===== config.mk =====
export PLATFORM = sky130hd
export DESIGN_NAME = reg_transfer_sequencer_flat
export DESIGN_NICKNAME = d
export VERILOG_FILES = /design/src/rtl/reg_transfer_sequencer_pkg.sv /design/src/rtl/reg_transfer_sequencer_if.sv /design/src/rtl/reg_transfer_sequencer.sv /design/src/flat_wrapper.sv
export SDC_FILE = /design/constraint.sdc
export NUM_CORES = 1
export LEC_CHECK = 0
export CAP_MARGIN = 20
export CELL_PAD_IN_SITES_DETAIL_PLACEMENT = 1
export CELL_PAD_IN_SITES_GLOBAL_PLACEMENT = 1
export CORE_MARGIN = 5
export CORE_UTILIZATION = 30
export CTS_CLUSTER_SIZE = 14
export DETAILED_ROUTE_END_ITERATION = 12
export GPL_ROUTABILITY_DRIVEN = 0
export GPL_TIMING_DRIVEN = 0
export HOLD_SLACK_MARGIN = 0.08
export PLACE_DENSITY = 0.66
export SLEW_MARGIN = 5
export SYNTH_ARGS = -nofsm -noshare
export SYNTH_HDL_FRONTEND = slang
export SYNTH_SLANG_ARGS = --single-unit

===== constraint.sdc =====
create_clock -name clk -period 2.1 [get_ports clk]
set_input_delay 0.315 -clock clk [delete_from_list [all_inputs] [get_ports clk]]
set_output_delay 0.315 -clock clk [all_outputs]
set_load 0.02 [all_outputs]

===== src/rtl/reg_transfer_sequencer_pkg.sv =====
// Shared definitions for the register-transfer sequencer: register
// selector codes, request opcodes, FSM state encodings and a small
// decode helper used by the sequencer datapath.
package reg_transfer_sequencer_pkg;

   localparam int DEF_DATA_W = 8;
   localparam int DEF_SEL_W  = 3;

   localparam logic [2:0] R0_SELECTOR = 3'd0;
   localparam logic [2:0] R1_SELECTOR = 3'd1;
   localparam logic [2:0] R2_SELECTOR = 3'd2;
   localparam logic [2:0] R3_SELECTOR = 3'd3;
   localparam logic [2:0] R4_SELECTOR = 3'd4;
   localparam logic [2:0] R5_SELECTOR = 3'd5;
   localparam logic [2:0] R6_SELECTOR = 3'd6;
   localparam logic [2:0] R7_SELECTOR = 3'd7;

   typedef enum logic [1:0] {
      OP_LDI = 2'd0,
      OP_MOV = 2'd1,
      OP_RD  = 2'd2,
      OP_SWP = 2'd3
   } op_e;

   typedef enum logic [2:0] {
      ST_IDLE = 3'd0,
      ST_SEL  = 3'd1,
      ST_CAP  = 3'd2,
      ST_WR_A = 3'd3,
      ST_WR_B = 3'd4,
      ST_RESP = 3'd5
   } state_e;

   // Only the two write states may ever qualify a register-file write.
   function automatic logic is_write_state(input state_e s);
      return (s == ST_WR_A) || (s == ST_WR_B);
   endfunction

endpackage


===== src/rtl/reg_transfer_sequencer_if.sv =====
// Bundle of the decoder-side request/response handshake and the
// general_registers select/data lines driven by the sequencer.
// slave is the sequencer's view; master is the decoder plus register
// file side that drives requests and the registered src value.
interface reg_transfer_sequencer_if #(
   parameter int DATA_W = 8,
   parameter int SEL_W  = 3
);
   logic              req_valid;
   logic              req_ready;
   logic [1:0]        req_op;
   logic [SEL_W-1:0]  req_a;
   logic [SEL_W-1:0]  req_b;
   logic [DATA_W-1:0] req_imm;
   logic [SEL_W-1:0]  src_bus_selector;
   logic [SEL_W-1:0]  dest_bus_selector;
   logic              dest_we;
   logic [DATA_W-1:0] data;
   logic [DATA_W-1:0] src;
   logic              done;
   logic [DATA_W-1:0] rsp_data;
   logic              busy;

   modport slave (
      input  req_valid, req_op, req_a, req_b, req_imm, src,
      output req_ready, src_bus_selector, dest_bus_selector, dest_we,
             data, done, rsp_data, busy
   );

   modport master (
      output req_valid, req_op, req_a, req_b, req_imm, src,
      input  req_ready, src_bus_selector, dest_bus_selector, dest_we,
             data, done, rsp_data, busy
   );
endinterface


===== src/rtl/reg_transfer_sequencer.sv =====
// Control-side master for general_registers. Takes one transfer request
// (load-immediate, move, read, swap) per handshake and walks the register
// file select/data lines through 1-4 cycles. The register file's src
// output has one cycle of latency, so every read spends a SEL cycle
// presenting the selector before the value is usable.
module reg_transfer_sequencer
   import reg_transfer_sequencer_pkg::*;
#(
   parameter int DATA_W = DEF_DATA_W,
   parameter int SEL_W  = DEF_SEL_W
) (
   input logic clk,
   input logic reset,
   reg_transfer_sequencer_if.slave bus
);

   state_e            state;
   state_e            next_state;
   op_e               op_q;
   logic [SEL_W-1:0]  a_q;
   logic [SEL_W-1:0]  b_q;
   logic [DATA_W-1:0] imm_q;
   logic [DATA_W-1:0] tmp_q;
   logic [DATA_W-1:0] rsp_q;

   logic              accept;
   logic [SEL_W-1:0]  src_sel_c;
   logic [SEL_W-1:0]  dest_sel_c;
   logic [DATA_W-1:0] data_c;
   logic              done_c;
   logic [DATA_W-1:0] rsp_live_c;

   assign accept = bus.req_valid && (state == ST_IDLE);

   // State register; reset forces IDLE so every decoded output drops at once.
   always_ff @(posedge clk or negedge reset) begin
      if (!reset) begin
         state <= ST_IDLE;
      end else begin
         state <= next_state;
      end
   end

   // Operand capture on accept, first-read capture for swaps, and the
   // response value held from one done to the next.
   always_ff @(posedge clk or negedge reset) begin
      if (!reset) begin
         op_q  <= OP_LDI;
         a_q   <= '0;
         b_q   <= '0;
         imm_q <= '0;
         tmp_q <= '0;
         rsp_q <= '0;
      end else begin
         if (accept) begin
            op_q  <= op_e'(bus.req_op);
            a_q   <= bus.req_a;
            b_q   <= bus.req_b;
            imm_q <= bus.req_imm;
         end
         if (state == ST_CAP) begin
            tmp_q <= bus.src;
         end
         if (done_c) begin
            rsp_q <= rsp_live_c;
         end
      end
   end

   // Next-state and register-file drive decode; IDLE leaves every line at zero.
   always_comb begin
      next_state = state;
      src_sel_c  = '0;
      dest_sel_c = '0;
      data_c     = '0;
      done_c     = 1'b0;
      rsp_live_c = '0;
      case (state)
         ST_IDLE: begin
            if (bus.req_valid) begin
               if (op_e'(bus.req_op) == OP_LDI) begin
                  next_state = ST_WR_B;
               end else begin
                  next_state = ST_SEL;
               end
            end
         end
         ST_SEL: begin
            src_sel_c = (op_q == OP_MOV) ? b_q : a_q;
            case (op_q)
               OP_MOV:  next_state = ST_WR_B;
               OP_RD:   next_state = ST_RESP;
               OP_SWP:  next_state = ST_CAP;
               default: next_state = ST_IDLE;
            endcase
         end
         ST_CAP: begin
            src_sel_c  = b_q;
            next_state = ST_WR_A;
         end
         ST_WR_A: begin
            dest_sel_c = a_q;
            data_c     = bus.src;
            next_state = ST_WR_B;
         end
         ST_WR_B: begin
            done_c     = 1'b1;
            next_state = ST_IDLE;
            case (op_q)
               OP_LDI: begin
                  dest_sel_c = a_q;
                  data_c     = imm_q;
                  rsp_live_c = imm_q;
               end
               OP_MOV: begin
                  dest_sel_c = a_q;
                  data_c     = bus.src;
                  rsp_live_c = bus.src;
               end
               OP_SWP: begin
                  dest_sel_c = b_q;
                  data_c     = tmp_q;
                  rsp_live_c = tmp_q;
               end
               default: begin
                  rsp_live_c = rsp_q;
               end
            endcase
         end
         ST_RESP: begin
            done_c     = 1'b1;
            rsp_live_c = bus.src;
            next_state = ST_IDLE;
         end
         default: begin
            next_state = ST_IDLE;
         end
      endcase
   end

   assign bus.req_ready         = (state == ST_IDLE);
   assign bus.busy              = (state != ST_IDLE);
   assign bus.src_bus_selector  = src_sel_c;
   assign bus.dest_bus_selector = dest_sel_c;
   assign bus.dest_we           = is_write_state(state);
   assign bus.data              = data_c;
   assign bus.done              = done_c;
   assign bus.rsp_data          = done_c ? rsp_live_c : rsp_q;

endmodule


===== src/flat_wrapper.sv =====
// flat-port wrapper written by rule: the top's interface ports become plain ports
module reg_transfer_sequencer_flat import reg_transfer_sequencer_pkg::*;
#(
   parameter int DATA_W = DEF_DATA_W,
   parameter int SEL_W  = DEF_SEL_W
)
  (clk, reset, bus_req_valid, bus_req_op, bus_req_a, bus_req_b, bus_req_imm, bus_src, bus_req_ready, bus_src_bus_selector, bus_dest_bus_selector, bus_dest_we, bus_data, bus_done, bus_rsp_data, bus_busy);
  reg_transfer_sequencer_if #(.DATA_W(DATA_W), .SEL_W(SEL_W)) bus_i ();
  input logic clk;
  input logic reset;
  input wire logic [$bits(bus_i.req_valid)-1:0] bus_req_valid;
  input wire logic [$bits(bus_i.req_op)-1:0] bus_req_op;
  input wire logic [$bits(bus_i.req_a)-1:0] bus_req_a;
  input wire logic [$bits(bus_i.req_b)-1:0] bus_req_b;
  input wire logic [$bits(bus_i.req_imm)-1:0] bus_req_imm;
  input wire logic [$bits(bus_i.src)-1:0] bus_src;
  output wire logic [$bits(bus_i.req_ready)-1:0] bus_req_ready;
  output wire logic [$bits(bus_i.src_bus_selector)-1:0] bus_src_bus_selector;
  output wire logic [$bits(bus_i.dest_bus_selector)-1:0] bus_dest_bus_selector;
  output wire logic [$bits(bus_i.dest_we)-1:0] bus_dest_we;
  output wire logic [$bits(bus_i.data)-1:0] bus_data;
  output wire logic [$bits(bus_i.done)-1:0] bus_done;
  output wire logic [$bits(bus_i.rsp_data)-1:0] bus_rsp_data;
  output wire logic [$bits(bus_i.busy)-1:0] bus_busy;
  assign bus_i.req_valid = bus_req_valid;
  assign bus_i.req_op = bus_req_op;
  assign bus_i.req_a = bus_req_a;
  assign bus_i.req_b = bus_req_b;
  assign bus_i.req_imm = bus_req_imm;
  assign bus_i.src = bus_src;
  assign bus_req_ready = bus_i.req_ready;
  assign bus_src_bus_selector = bus_i.src_bus_selector;
  assign bus_dest_bus_selector = bus_i.dest_bus_selector;
  assign bus_dest_we = bus_i.dest_we;
  assign bus_data = bus_i.data;
  assign bus_done = bus_i.done;
  assign bus_rsp_data = bus_i.rsp_data;
  assign bus_busy = bus_i.busy;
  reg_transfer_sequencer #(.DATA_W(DATA_W), .SEL_W(SEL_W)) u_core (.clk(clk), .reset(reset), .bus(bus_i));
endmodule

==> results.tsv <==
metric	value	unit
outcome	complete, but fails checks	
failing checks	negative setup slack	
Final Hold Vio Count	0	
Root Driver	clkbuf_8	
clock slew at reported path FFs	0.08	ns
GR Util All Layers	16.1	%
synth top area cells	dfrtp_1, mux2_2, mux2_4	
top cell type's share of synthesized area	47.6	%
min cycle time layout	2.47	ns
xor-xnor portion of the synthesized cell area	0	%
DR DRC count	0	
syn nets	185	
Leak	1.41	nW
Max-slew headroom	45.6	%
Die Y	88.4	um
Rows	28	
number of synthesized flops with an enable pin	0	
Post-Synth Adder-Cell Area	4.08	%
CTS tree	done	
Starting DRT DRC Count	57	
FFs w/ async S/R, synth	100	%
fin. max-slew vios	0	
Final Hold Slack	0.108	ns
first drt pass iteration count	5	
Yosys warning count	0	
detailed-route vias per instance	5.18	
GRT overflow	0	
clk sink count	35	
worst slew pin tran	0.816	ns
Max VDD drop	0.683	mV
Setup CP Type	register to output pin	
Buf+Inv Stages, Crit Path	2	
CTS Buf Count	5	
Compound-Gate Fraction of Synth Area	18.1	%
post-synthesis simple-gate area fraction	8.70	%
post-synthesis cell count	152	
largest family of logic cells by synthesized area	compound AO/OA/AOI/OAI gates	
dpl cells	279	
post-synth top area cell	dfrtp_1	
Final WS setup	-0.366	ns
most numerous cell in the Yosys netlist	dfrtp_1	
Crit path required time	1.78	ns
Total Wirelength	5.88	mm
RSZ-0062 raised after global routing	yes	
non-filler instance count after layout	311	
Mapped Avg Cell Area	12.1	um2
Detail Route Antenna Nets	0	
Avg WL per Cell	18.9	um
number of global-route vias before repair	1792	
clk_skew	0.00839	ns
mux contribution to synthesized area	16.9	%
Critical Path Source Type	register	
I/O Buffers	52	
Area growth syn-to-layout	64.4	%
CP arrival	2.15	ns
largest net degree at the start of global routing	36	
worst min-delay path class	primary input to asynchronous set/reset pin	
n_diodes	0	
part of the cycle the worst path needs	117	%
core area	5960	um2
layout cells sized above 1	50.4	%
die width	88.4	um
# IOs	53	
cell family with most CP delay	simple AND/OR/NAND/NOR gates	
Final Setup Violations	21	
Mapped Area	1840	um2
hold buffers post-CTS	0	
vias	1611	
maxcap violations	0	
Synth Flop Type	dfrtp_1	
H-Tree Depth	2	
worst-path fanout max	5	
Commonest cells post-synth	dfrtp_1, mux2_2, nor2_1, a21o_1	
die area	7810	um2
#FFs+latches synth	35	
Clock Latency Late Sink	0.29	ns
CP Cell Sequence	ha_4, or4b_4, buf_8, nor2_4, a221o_1, buf_6	
HPWL after DPL	3.64	mm
first-pass GRT wire length	9.47	mm
initial antenna violation count	0	
pwr/cell area	1630	nW/um2
CP max stage delay	0.61	ns
Peak Freq	0.406	GHz
Final #Nets	268	
post-synthesis sequential area ratio	47.6	%
Worst Setup End Kind	output pin	
clk buf depth	2	
starting density of the core	30.9	%
Worst path slowest cell	or4b_4	
count of cell types in the netlist	30	
## cells by family after synthesis
kind of cell             count (synthesis)
AND/OR/NAND/NOR                         30
buffers and inverters                   14
flip-flops                              35
AO/OA/AOI/OAI                           42
multiplexers                            25
adder cells (fa/ha/maj)                  6
## flip-flops by register name, summed over array words and instances (netlist names)
| signal | count |
|---|---|
| u_core.tmp_q | 8 |
| u_core.rsp_q | 8 |
| u_core.state | 3 |
| u_core.b_q | 3 |
| u_core.op_q | 2 |
| u_core.imm_q | 8 |
| u_core.a_q | 3 |
## path summary, 6_finish.rpt
kind                       depth (start not counted)               to  slack, ns       startpoint
setup / recovery                                   6  bus_rsp_data[5]      -0.37   u_core.op_q[1]
hold / removal                                     1  u_core.imm_q[1]       0.11            reset
setup reg to reg                                   8  u_core.rsp_q[2]       0.09   u_core.op_q[1]
hold reg to reg                                    1  u_core.tmp_q[2]       0.52  u_core.tmp_q[2]
max in group asynchronous                          1   u_core.op_q[1]       1.42            reset
min in group clk                                   1  u_core.tmp_q[2]       0.52  u_core.tmp_q[2]
## where the power goes
group	switching, mW	internal [mW]
registers	0.241	1.00
clock network	0.265	0.384
logic	1.37	1.66
## stage by stage
| stage | setup WS (ns) | util, % | instance area, um2 | setup TNS [ns] | power, mW |
|---|---|---|---|---|---|
| floorplan | -0.00450 | - | 1840 | -0.00900 | 2.60 |
| global placement | -0.777 | 41.2 | 2460 | -17.95 | 3.39 |
| detailed placement | -0.804 | 41.2 | 2450 | -13.94 | 3.42 |
| CTS | -0.332 | 48.8 | 2910 | -5.07 | 4.67 |
| global route | -0.432 | 50.8 | 3030 | -7.19 | 5.23 |
| finish | -0.366 | 50.8 | 3030 | -5.63 | 4.92 |
## repair_timing
| item | 4_1_cts | 5_1_grt |
|---|---|---|
| endpoints found under the setup margin | 24 | 26 |
| cloned | 1 | 0 |
| resized for setup | 173 | 19 |
| buffers inserted | 18 | 7 |
| pin swaps | 7 | 7 |
## routing by layer
layer | up-vias | global-route usage (%) | part of all wire [%]
li1 | 745 | - | -
met1 | 811 | 21.2 | 44
met2 | 49 | 26.9 | 49
met3 | 6 | 3.63 | 5.8
met4 | 0 | 3.71 | 0.73
met5 | - | 0 | 0
## area by class of cell
type | count | area [um2]
Inverter | 4 | 25.0
Clock buffer | 6 | 82.6
Sequential cell | 35 | 877
Buffer | 8 | 93.8
Tap cell | 75 | 93.8
Fill cell | 638 | 2930
Multi-Input combinational cell | 103 | 1050
Timing Repair Buffer | 78 | 769
Clock inverter | 2 | 35.0
## cells in the final DEF, fill, tap and decap left out, types with 5 or more instances in the layout
| cell type | instances |
|---|---|
| nor2_4 | 5 |
| a221o_1 | 8 |
| clkbuf_8 | 6 |
| mux2_4 | 11 |
| buf_4 | 21 |
| a21o_1 | 10 |
| mux2_2 | 14 |
| ha_4 | 5 |
| buf_6 | 25 |
| a222oi_1 | 8 |
| dfrtp_1 | 34 |
| clkdlybuf4s50_1 | 25 |
| nor2_1 | 6 |
Note: power is estimated with default switching activity, not from simulation.
